$ cat src/rtl/button_conditioner.sv
// Multi-channel push-button front end: synchroniser, counter debouncer,
// press/release edge pulses and optional per-channel auto-repeat.
module button_conditioner #(
    parameter int N_BUTTONS       = 2,
    parameter int SYNC_STAGES     = 2,
    parameter int DEBOUNCE_CYCLES = 250000,
    parameter int REPEAT_DELAY    = 12500000,
    parameter int REPEAT_RATE     = 2500000
) (
    input  logic                 clock_25,
    input  logic                 reset,
    input  logic [N_BUTTONS-1:0] button_P,
    input  logic [N_BUTTONS-1:0] repeat_en,
    output logic [N_BUTTONS-1:0] button_sync,
    output logic [N_BUTTONS-1:0] button_stable,
    output logic [N_BUTTONS-1:0] press_pulse,
    output logic [N_BUTTONS-1:0] release_pulse,
    output logic                 any_press
);

    // state      | meaning
    // RPT_IDLE   | not repeating (released, repeat disabled, or enabled mid-hold)
    // RPT_DELAY  | held since an accepted press, waiting for the first repeat
    // RPT_REPEAT | repeating every REPEAT_RATE clocks
    typedef enum logic [1:0] {
        RPT_IDLE,
        RPT_DELAY,
        RPT_REPEAT
    } rpt_state_e;

    localparam int DCW  = $clog2(DEBOUNCE_CYCLES);
    localparam int RMAX = (REPEAT_DELAY > REPEAT_RATE) ? REPEAT_DELAY : REPEAT_RATE;
    localparam int RCW  = (RMAX > 1) ? $clog2(RMAX) : 1;

    localparam logic [DCW-1:0] DB_LAST = DCW'(DEBOUNCE_CYCLES - 1);
    localparam logic [RCW-1:0] RD_LAST = RCW'(REPEAT_DELAY - 1);
    localparam logic [RCW-1:0] RR_LAST = RCW'(REPEAT_RATE - 1);

    logic [N_BUTTONS-1:0] press_d;
    logic                 any_press_q;

    for (genvar i = 0; i < N_BUTTONS; i++) begin : g_ch
        logic [SYNC_STAGES-1:0] sync_q;
        logic [DCW-1:0]         cnt_q, cnt_d;
        logic                   stable_q, stable_d;
        logic                   press_q, release_q, release_d;
        logic                   accept;
        logic                   rpt_fire;
        rpt_state_e             state_q, state_d;
        logic [RCW-1:0]         rcnt_q, rcnt_d;

        always_ff @(posedge clock_25 or negedge reset) begin
            if (!reset) begin
                sync_q    <= '0;
                cnt_q     <= '0;
                stable_q  <= 1'b0;
                press_q   <= 1'b0;
                release_q <= 1'b0;
                state_q   <= RPT_IDLE;
                rcnt_q    <= '0;
            end else begin
                sync_q    <= {sync_q[SYNC_STAGES-2:0], button_P[i]};
                cnt_q     <= cnt_d;
                stable_q  <= stable_d;
                press_q   <= press_d[i];
                release_q <= release_d;
                state_q   <= state_d;
                rcnt_q    <= rcnt_d;
            end
        end

        always_comb begin
            cnt_d    = cnt_q;
            stable_d = stable_q;
            accept   = 1'b0;
            if (sync_q[SYNC_STAGES-1] == stable_q) begin
                cnt_d = '0;
            end else if (cnt_q == DB_LAST) begin
                stable_d = sync_q[SYNC_STAGES-1];
                cnt_d    = '0;
                accept   = 1'b1;
            end else begin
                cnt_d = cnt_q + DCW'(1);
            end
        end

        // An accepted edge takes priority so a release can never coincide
        // with a repeat pulse, and a press only arms repeating if enabled now.
        always_comb begin
            state_d  = state_q;
            rcnt_d   = rcnt_q;
            rpt_fire = 1'b0;
            if (accept) begin
                rcnt_d  = '0;
                state_d = (stable_d && repeat_en[i]) ? RPT_DELAY : RPT_IDLE;
            end else if (!stable_q || !repeat_en[i]) begin
                rcnt_d  = '0;
                state_d = RPT_IDLE;
            end else begin
                case (state_q)
                    RPT_DELAY: begin
                        if (rcnt_q == RD_LAST) begin
                            rpt_fire = 1'b1;
                            rcnt_d   = '0;
                            state_d  = RPT_REPEAT;
                        end else begin
                            rcnt_d = rcnt_q + RCW'(1);
                        end
                    end
                    RPT_REPEAT: begin
                        if (rcnt_q == RR_LAST) begin
                            rpt_fire = 1'b1;
                            rcnt_d   = '0;
                        end else begin
                            rcnt_d = rcnt_q + RCW'(1);
                        end
                    end
                    default: begin
                        rcnt_d  = '0;
                        state_d = RPT_IDLE;
                    end
                endcase
            end
        end

        assign release_d        = accept && !stable_d;
        assign press_d[i]       = (accept && stable_d) || rpt_fire;
        assign button_sync[i]   = sync_q[SYNC_STAGES-1];
        assign button_stable[i] = stable_q;
        assign press_pulse[i]   = press_q;
        assign release_pulse[i] = release_q;
    end

    always_ff @(posedge clock_25 or negedge reset) begin
        if (!reset) begin
            any_press_q <= 1'b0;
        end else begin
            any_press_q <= |press_d;
        end
    end

    assign any_press = any_press_q;

endmodule

$ cat config.mk
export PLATFORM = sky130hd
export DESIGN_NAME = button_conditioner
export DESIGN_NICKNAME = d
export VERILOG_FILES = /design/src/rtl/button_conditioner.sv
export SDC_FILE = /design/constraint.sdc
export NUM_CORES = 1
export LEC_CHECK = 0
export ABC_AREA = 0
export CAP_MARGIN = 20
export CORE_MARGIN = 5
export CORE_UTILIZATION = 53
export CTS_CLUSTER_SIZE = 24
export DETAILED_ROUTE_END_ITERATION = 7
export PLACE_DENSITY = 0.67
export SKIP_LAST_GASP = 1
export SYNTH_ARGS = -nofsm -noshare
export SYNTH_HDL_FRONTEND = slang
export SYNTH_SLANG_ARGS = --single-unit
$ cat constraint.sdc
create_clock -name clock_25 -period 6.4 [get_ports clock_25]
set_clock_uncertainty 0.2 [all_clocks]
set_input_delay 0.96 -clock clock_25 [delete_from_list [all_inputs] [get_ports clock_25]]
set_output_delay 0.96 -clock clock_25 [all_outputs]
set_load 0.02 [all_outputs]
==> metrics.csv, run 1 <==
metric,value,unit
status,finished clean,
Netlist cell types,46,
Tcrit/Tclk final,0.4333,
Wirelength per Cell,14.07,µm
"Gates resized, CTS repair",0,
overall die height,106.4,µm
vias in the first global route,3397,
ys flop type,dfrtp_1,
FP Rows,35,
CTS root buf,clkbuf_8,
routability cong.,0.7978,
synthesized area per cell,9.725,µm²
Skew-Pair Late Insertion Delay,370,ps
NumNets Final,531,
CTS tree,done,
grt ovf,0,
Cell Pwr Density,207.5,nW/µm²
H-tree depth,3,
Synth Register Bits,99,
Ant. Diodes,0,
clock buffer count from CTS,9,
xor-xnor portion of the synthesized cell area,0.1299,
syn nets,520,
Pins Over Slew Limit,0,
Clock Path Buffers,2,
critical setup path kind,reg2reg,
Reg2Reg Setup Slack,3630,ps
Cells after Synth,506,
Synth async-reset ratio,1.000,
hold path depth,0,
CP peak stage delay,650,ps
min Tclk post-route,2773,ps
R2R Path End,g_ch[1].rcnt_q[15],
worst-path maximum fanout,24,
Hold Path Class,reg2reg,
max_cap viols,0,
slowest CP cell,a211o_1,
Synthesis Warnings,0,
Die X,106.4,µm
hold slack,149.8,ps
Critical Path AT,2790,ps
total vias in the final route,3500,
hold_buf cts,0,
synth cell count leaders,"100 x nor2_1, 99 x dfrtp_1, 41 x xnor2_1, 33 x nand2_1, 32 x xor2_1",
Hold Crit Start,g_ch[0].sync_q[0],
endpoints failing setup,0,
Compound-Gate Fraction of Synth Area,0.04043,
CP required,6410,ps
most frequent cell after synthesis,nor2_1,
Placed Area,5101,µm²
vias per std cell,5.529,
CP Cell Sequence,ha_1 -> nand3_1 -> or4_1 -> nor3_2 -> a211o_1 -> nor2_1,
Critical Path End Type,register,
Initial Utilization,0.5377,
HPWL Detailed,6.144,mm
TritonCTS Sinks,99,
Final Worst Setup Slack,3627,ps
Least-Margin Pin Slew,765.9,ps
pre-CTS WS,3647,ps
sequential fraction of the synthesis area,0.5034,
first-pass GRT wire length,15.67,mm
Lkg Pwr,2.055,nW
fraction of layout cells with a size suffix above 1,0.04598,
antenna violations before repair,0,
top post-synthesis cells by area,"dfrtp_1 50%, nor2_1 7.6%, xnor2_1 7.3%",
Post-Synth Adder-Cell Area,0.02034,
core outline area,9153,µm²
setup repair bufs after CTS,0,
headroom to the max-slew limit,0.4894,
RSZ-0062 raised after global routing,false,
Hold Crit Endpoint,g_ch[0].sync_q[1],
drt drc,0,
antenna-violating nets left,0,
Synth top area share,0.5034,
mux cell area share after synthesis,0.002288,
Critical Path Source Type,register,
die area,11310,µm²
pin count of the biggest net entering global routing,53,
Fin Setup TNS,0,ps
GRT Total Usage,0.1698,
Final Hold Viols,0,
PortBufs,14,
simple-gate area share of the yosys netlist,0.2642,
Area growth syn-to-layout,8.263,%
leading area contributor after synthesis,dfrtp_1,
Reg2Reg Depth,6,
initial drt markers,131,
final WL,8.905,mm
Max Clk Rate,360.6,MHz
Pre-antenna DRT Iters,4,
Post-synth EDFFs,0,
Post-Syn Area,4921,µm²
"CTS clk-pin slew, worst paths",100,ps
VDD IR max,0.1101,mV
num ports,15,
R2R Path Start,g_ch[1].cnt_q[0],
Final Cell Area,5328,µm²
largest family of logic cells by synthesized area,simple AND/OR/NAND/NOR gates,
-- final cells by class --
cell class	count	area (µm²)
clock buffer	10	127.6
inverter	21	78.83
clock inverter	6	93.84
multi-input combinational	369	2250
timing repair buffer	17	161.4
tap	111	138.9
sequential	99	2477
fill	796	3825
-- worst max path at each step --
stage | slack, ps | endpoint | startpoint
2_1_floorplan | 4110 | any_press | g_ch[0].cnt_q[0]
3_3_place_gp | 3720 | g_ch[1].cnt_q[12] | g_ch[1].cnt_q[0]
3_5_place_dp | 3650 | g_ch[1].rcnt_q[3] | g_ch[1].cnt_q[0]
4_1_cts | 3620 | g_ch[1].rcnt_q[15] | g_ch[1].cnt_q[0]
5_1_grt | 3460 | g_ch[1].rcnt_q[15] | g_ch[1].cnt_q[0]
6_report | 3630 | g_ch[1].rcnt_q[15] | g_ch[1].cnt_q[0]
-- routing by layer --
layer / GRT usage / share of wire / vias to the layer above
met2: 0.2769 / 0.48 / 41
met3: 0.03522 / 0.030 / 13
met1: 0.2286 / 0.48 / 1691
met5: 0 / 0 / -
met4: 0.05180 / 0.013 / 0
li1: - / - / 1755
-- registers in the layout (all words and copies together), names as in the netlist --
name,cells
g_ch.rcnt_q,48
g_ch.stable_q,2
any_press,1
g_ch.press_q,2
g_ch.state_q,4
g_ch.sync_q,4
g_ch.cnt_q,36
g_ch.release_q,2
-- cell usage in the layout (no fill, tap or decap), types with 2 or more instances in the layout --
master / count
or3_1: 4
dfrtp_1: 99
clkbuf_8: 9
xnor2_1: 41
or4_1: 6
xor2_1: 32
nor2b_1: 2
nor4_1: 9
nor3_1: 19
o21ai_0: 10
nor2_1: 100
and4_1: 8
nor4bb_1: 5
ha_1: 8
nand4_1: 23
bufinv_16: 2
buf_4: 2
nand2_1: 33
inv_1: 21
a21oi_1: 6
clkdlybuf4s50_1: 13
inv_6: 3
and3_1: 12
and2_1: 2
nor4b_1: 6
nand3_1: 22
-- through the flow --
stage / utilization / instances / total power [mW]
2_1_floorplan: - / 506 / 0.6571
3_3_place_gp: 0.5561 / 615 / 0.6756
3_5_place_dp: 0.5573 / 616 / 0.6770
4_1_cts: 0.5815 / 632 / 1.125
5_1_grt: 0.5821 / 633 / 1.151
6_report: 0.5821 / 633 / 1.106
-- cell families (layout without fill, tap and decap cells) --
family | Yosys count | after routing
buffers and inverters | 38 | 54
AO/OA/AOI/OAI | 30 | 30
AND/OR/NAND/NOR | 257 | 257
multiplexers | 1 | 1
adder cells (fa/ha/maj) | 8 | 8
XOR/XNOR | 73 | 73
flip-flops | 99 | 99
-- power breakdown --
part	internal, mW	leakage [nW]	switching (mW)	total, mW
logic	0.00862	0.577	0.0203	0.0289
clock network	0.225	0.108	0.218	0.442
registers	0.629	1.37	0.00519	0.634
-- critical path, delay by kind of cell (launching register included) --
family / cells / cell delay, ps
AND/OR/NAND/NOR: 4 / 1050
adder cells (fa/ha/maj): 1 / 270
flip-flops: 1 / 440
AO/OA/AOI/OAI: 1 / 650
Power figures use the tool's default switching activity.
==> run 2, diff against run 1 <==
==> constraint.sdc (replaced) <==
create_clock -name clock_25 -period 2.6 [get_ports clock_25]
set_clock_uncertainty 0.2 [all_clocks]
set_input_delay 0.39 -clock clock_25 [delete_from_list [all_inputs] [get_ports clock_25]]
set_output_delay 0.39 -clock clock_25 [all_outputs]
set_load 0.02 [all_outputs]
==> metrics.csv, run 2 (synthesis results as in run 1) <==
metric,value,unit,change
vias in the first global route,3651,,was 3397
Sw Pwr,576.0,µW,was 243.3 µW
Reg2Reg Setup Slack,220,ps,was 3630 ps
clock buffer count from CTS,9,,unchanged
initial drt markers,137,,was 131
min Tclk post-route,2382,ps,was 2773 ps
R2R Path End,g_ch[0].rcnt_q[18],,was g_ch[1].rcnt_q[15]
core outline area,9153,µm²,unchanged
max reg flops,48,,unchanged
NumNets Final,537,,was 531
antenna violations before repair,0,,unchanged
Wirelength per Cell,14.57,µm,was 14.07 µm
routability cong.,0.8192,,was 0.7978
sequential share of power,0.597,,was 0.574
Clock Path Buffers,2,,unchanged
fraction of layout cells with a size suffix above 1,0.05492,,was 0.04598
clock share of power,0.374,,was 0.400
final WL,9.309,mm,was 8.905 mm
Cell Pwr Density,486.0,nW/µm²,was 207.5 nW/µm²
worst-path maximum fanout,24,,unchanged
endpoints failing setup,0,,unchanged
"CTS clk-pin slew, worst paths",90,ps,was 100 ps
internal power,2.041,mW,was 862.4 µW
hold path depth,0,,unchanged
VDD IR max,0.3572,mV,was 0.1101 mV
critical setup path kind,reg2reg,,unchanged
highest metal used,met4,,unchanged
num ports,15,,unchanged
status,finished clean,,unchanged
Critical Path Source Type,register,,unchanged
RSZ-0062 raised after global routing,false,,unchanged
Pins Over Slew Limit,0,,unchanged
Max Clk Rate,419.9,MHz,was 360.6 MHz
drt drc,0,,unchanged
Ant. Diodes,0,,unchanged
CP Cell Sequence,ha_1 -> nand3_2 -> or4_1 -> o31ai_1 -> a2111o_2 -> buf_12 -> nor2_1,,was ha_1 -> nand3_1 -> or4_1 -> nor3_2 -> a211o_1 -> nor2_1
first-pass GRT wire length,16.57,mm,was 15.67 mm
CP required,2650,ps,was 6410 ps
overall die height,106.4,µm,unchanged
Hold Crit Endpoint,g_ch[1].sync_q[1],,was g_ch[0].sync_q[1]
Initial Utilization,0.5377,,unchanged
setup repair bufs after CTS,0,,unchanged
R2R Path Start,g_ch[0].cnt_q[0],,was g_ch[1].cnt_q[0]
max_cap viols,0,,unchanged
TritonCTS Sinks,99,,unchanged
grt ovf,0,,unchanged
Critical Path End Type,register,,unchanged
FP Rows,35,,unchanged
Fin Setup TNS,0,ps,unchanged
Least-Margin Pin Slew,625.2,ps,was 765.9 ps
logic gate share of total power,0.029,,was 0.026
die area,11310,µm²,unchanged
PortBufs,14,,unchanged
total vias in the final route,3601,,was 3500
pre-CTS WS,228.1,ps,was 3647 ps
H-tree depth,3,,unchanged
vias per std cell,5.635,,was 5.529
Reg with most FFs,g_ch.rcnt_q,,unchanged
pin count of the biggest net entering global routing,100,,was 53
Die X,106.4,µm,unchanged
Final Worst Setup Slack,218.3,ps,was 3627 ps
GRT Total Usage,0.1785,,was 0.1698
most frequent cells in the layout,"100 x nor2_1, 99 x dfrtp_1, 41 x xnor2_1",,unchanged
Hold Crit Start,g_ch[1].sync_q[0],,was g_ch[0].sync_q[0]
Pre-antenna DRT Iters,4,,unchanged
Reg2Reg Depth,7,,was 6
Hold Path Class,reg2reg,,unchanged
Critical Path AT,2430,ps,was 2790 ps
Sw Ratio,0.2201,,was 0.2200
slowest CP cell,or4_1,,was a211o_1
CP peak stage delay,570,ps,was 650 ps
headroom to the max-slew limit,0.5800,,was 0.4894
antenna-violating nets left,0,,unchanged
metal1 wirelength,4.431,mm,was 4.251 mm
CTS root buf,clkbuf_8,,unchanged
Tcrit/Tclk final,0.9160,,was 0.4333
CTS tree,done,,unchanged
Lkg Pwr,2.089,nW,was 2.055 nW
HPWL Detailed,6.289,mm,was 6.144 mm
Largest regs,"g_ch.rcnt_q (48), g_ch.cnt_q (36)",,unchanged
Area growth syn-to-layout,9.407,%,was 8.263%
met3 routed WL,260,µm,was 269 µm
Skew-Pair Late Insertion Delay,360,ps,was 370 ps
routed wl met2,4.529,mm,was 4.271 mm
Final Hold Viols,0,,unchanged
"commonest non-fill, non-tap cell in the layout",nor2_1,,unchanged
[run 2: cell types whose count changed in the layout (fill, tap and decap cells not counted), moves of 3 or more]
cell / before / now
buf_4: 2 / 6
buf_12: 0 / 3
clkinv_2: 0 / 3
inv_6: 3 / 0
[run 2: worst max-delay path: cells and delay by family, from the launching register on]
kind / cells / cell delay [ps]
and+or+nand+nor: 3 / 730
AOI/OAI and AO/OA: 2 / 540
DFF: 1 / 410
adders and majority gates: 1 / 240
buffers and inverters: 1 / 160
[run 2: area by class of cell]
cell class | instances | area, µm²
Clock buffer | 11 | 141.4
Clock inverter | 5 | 52.55
Fill cell | 802 | 3769
Inverter | 21 | 78.83
Multi-Input combinational cell | 369 | 2250
Sequential cell | 99 | 2477
Tap cell | 111 | 138.9
Timing Repair Buffer | 23 | 245.2
[run 2: metal layers]
metal / track usage / up-vias
met5: 0 / -
met4: 0.05735 / 0
met3: 0.03764 / 7
met2: 0.2955 / 57
met1: 0.2347 / 1776
li1: - / 1761
[run 2: worst max-delay path by stage]
stage | start | end | slack (ps) | cells past startpoint
floorplan | g_ch[0].cnt_q[0] | any_press | 310 | 7
global placement | g_ch[0].cnt_q[0] | g_ch[0].rcnt_q[22] | 310 | 7
detailed placement | g_ch[0].cnt_q[0] | g_ch[0].rcnt_q[2] | 230 | 7
CTS | g_ch[0].cnt_q[0] | g_ch[0].rcnt_q[11] | 210 | 7
global route | g_ch[0].rcnt_q[0] | g_ch[0].rcnt_q[22] | 60 | 6
finish | g_ch[0].cnt_q[0] | g_ch[0].rcnt_q[18] | 220 | 7
[run 2: metrics by stage]
| step | power (mW) | std cells | hold slack (ps) | utilization | instance area, µm² |
|---|---|---|---|---|---|
| floorplan | 1.617 | 506 | -105.6 | - | 4921 |
| global placement | 1.668 | 622 | 154.9 | 0.5660 | 5180 |
| detailed placement | 1.670 | 622 | 154.5 | 0.5660 | 5180 |
| CTS | 2.663 | 639 | 181.7 | 0.5882 | 5384 |
| global route | 2.729 | 639 | 190.8 | 0.5882 | 5384 |
| finish | 2.617 | 639 | 172.8 | 0.5882 | 5384 |
[run 2: timing repair]
action                                 in CTS  in global routing
endpoints found under the hold margin      99                  0
hold buffers                                1                  0
resized for setup                           0                  0
[run 2: power by group through the flow]
stage          sequential, mW  clock (mW)  combinational, mW
2_1_floorplan            1.59           0             0.0280
3_3_place_gp             1.59           0             0.0766
6_report                 1.56       0.979             0.0767
4_1_cts                  1.56        1.02             0.0805
5_1_grt                  1.56        1.08             0.0887
3_5_place_dp             1.59           0             0.0786
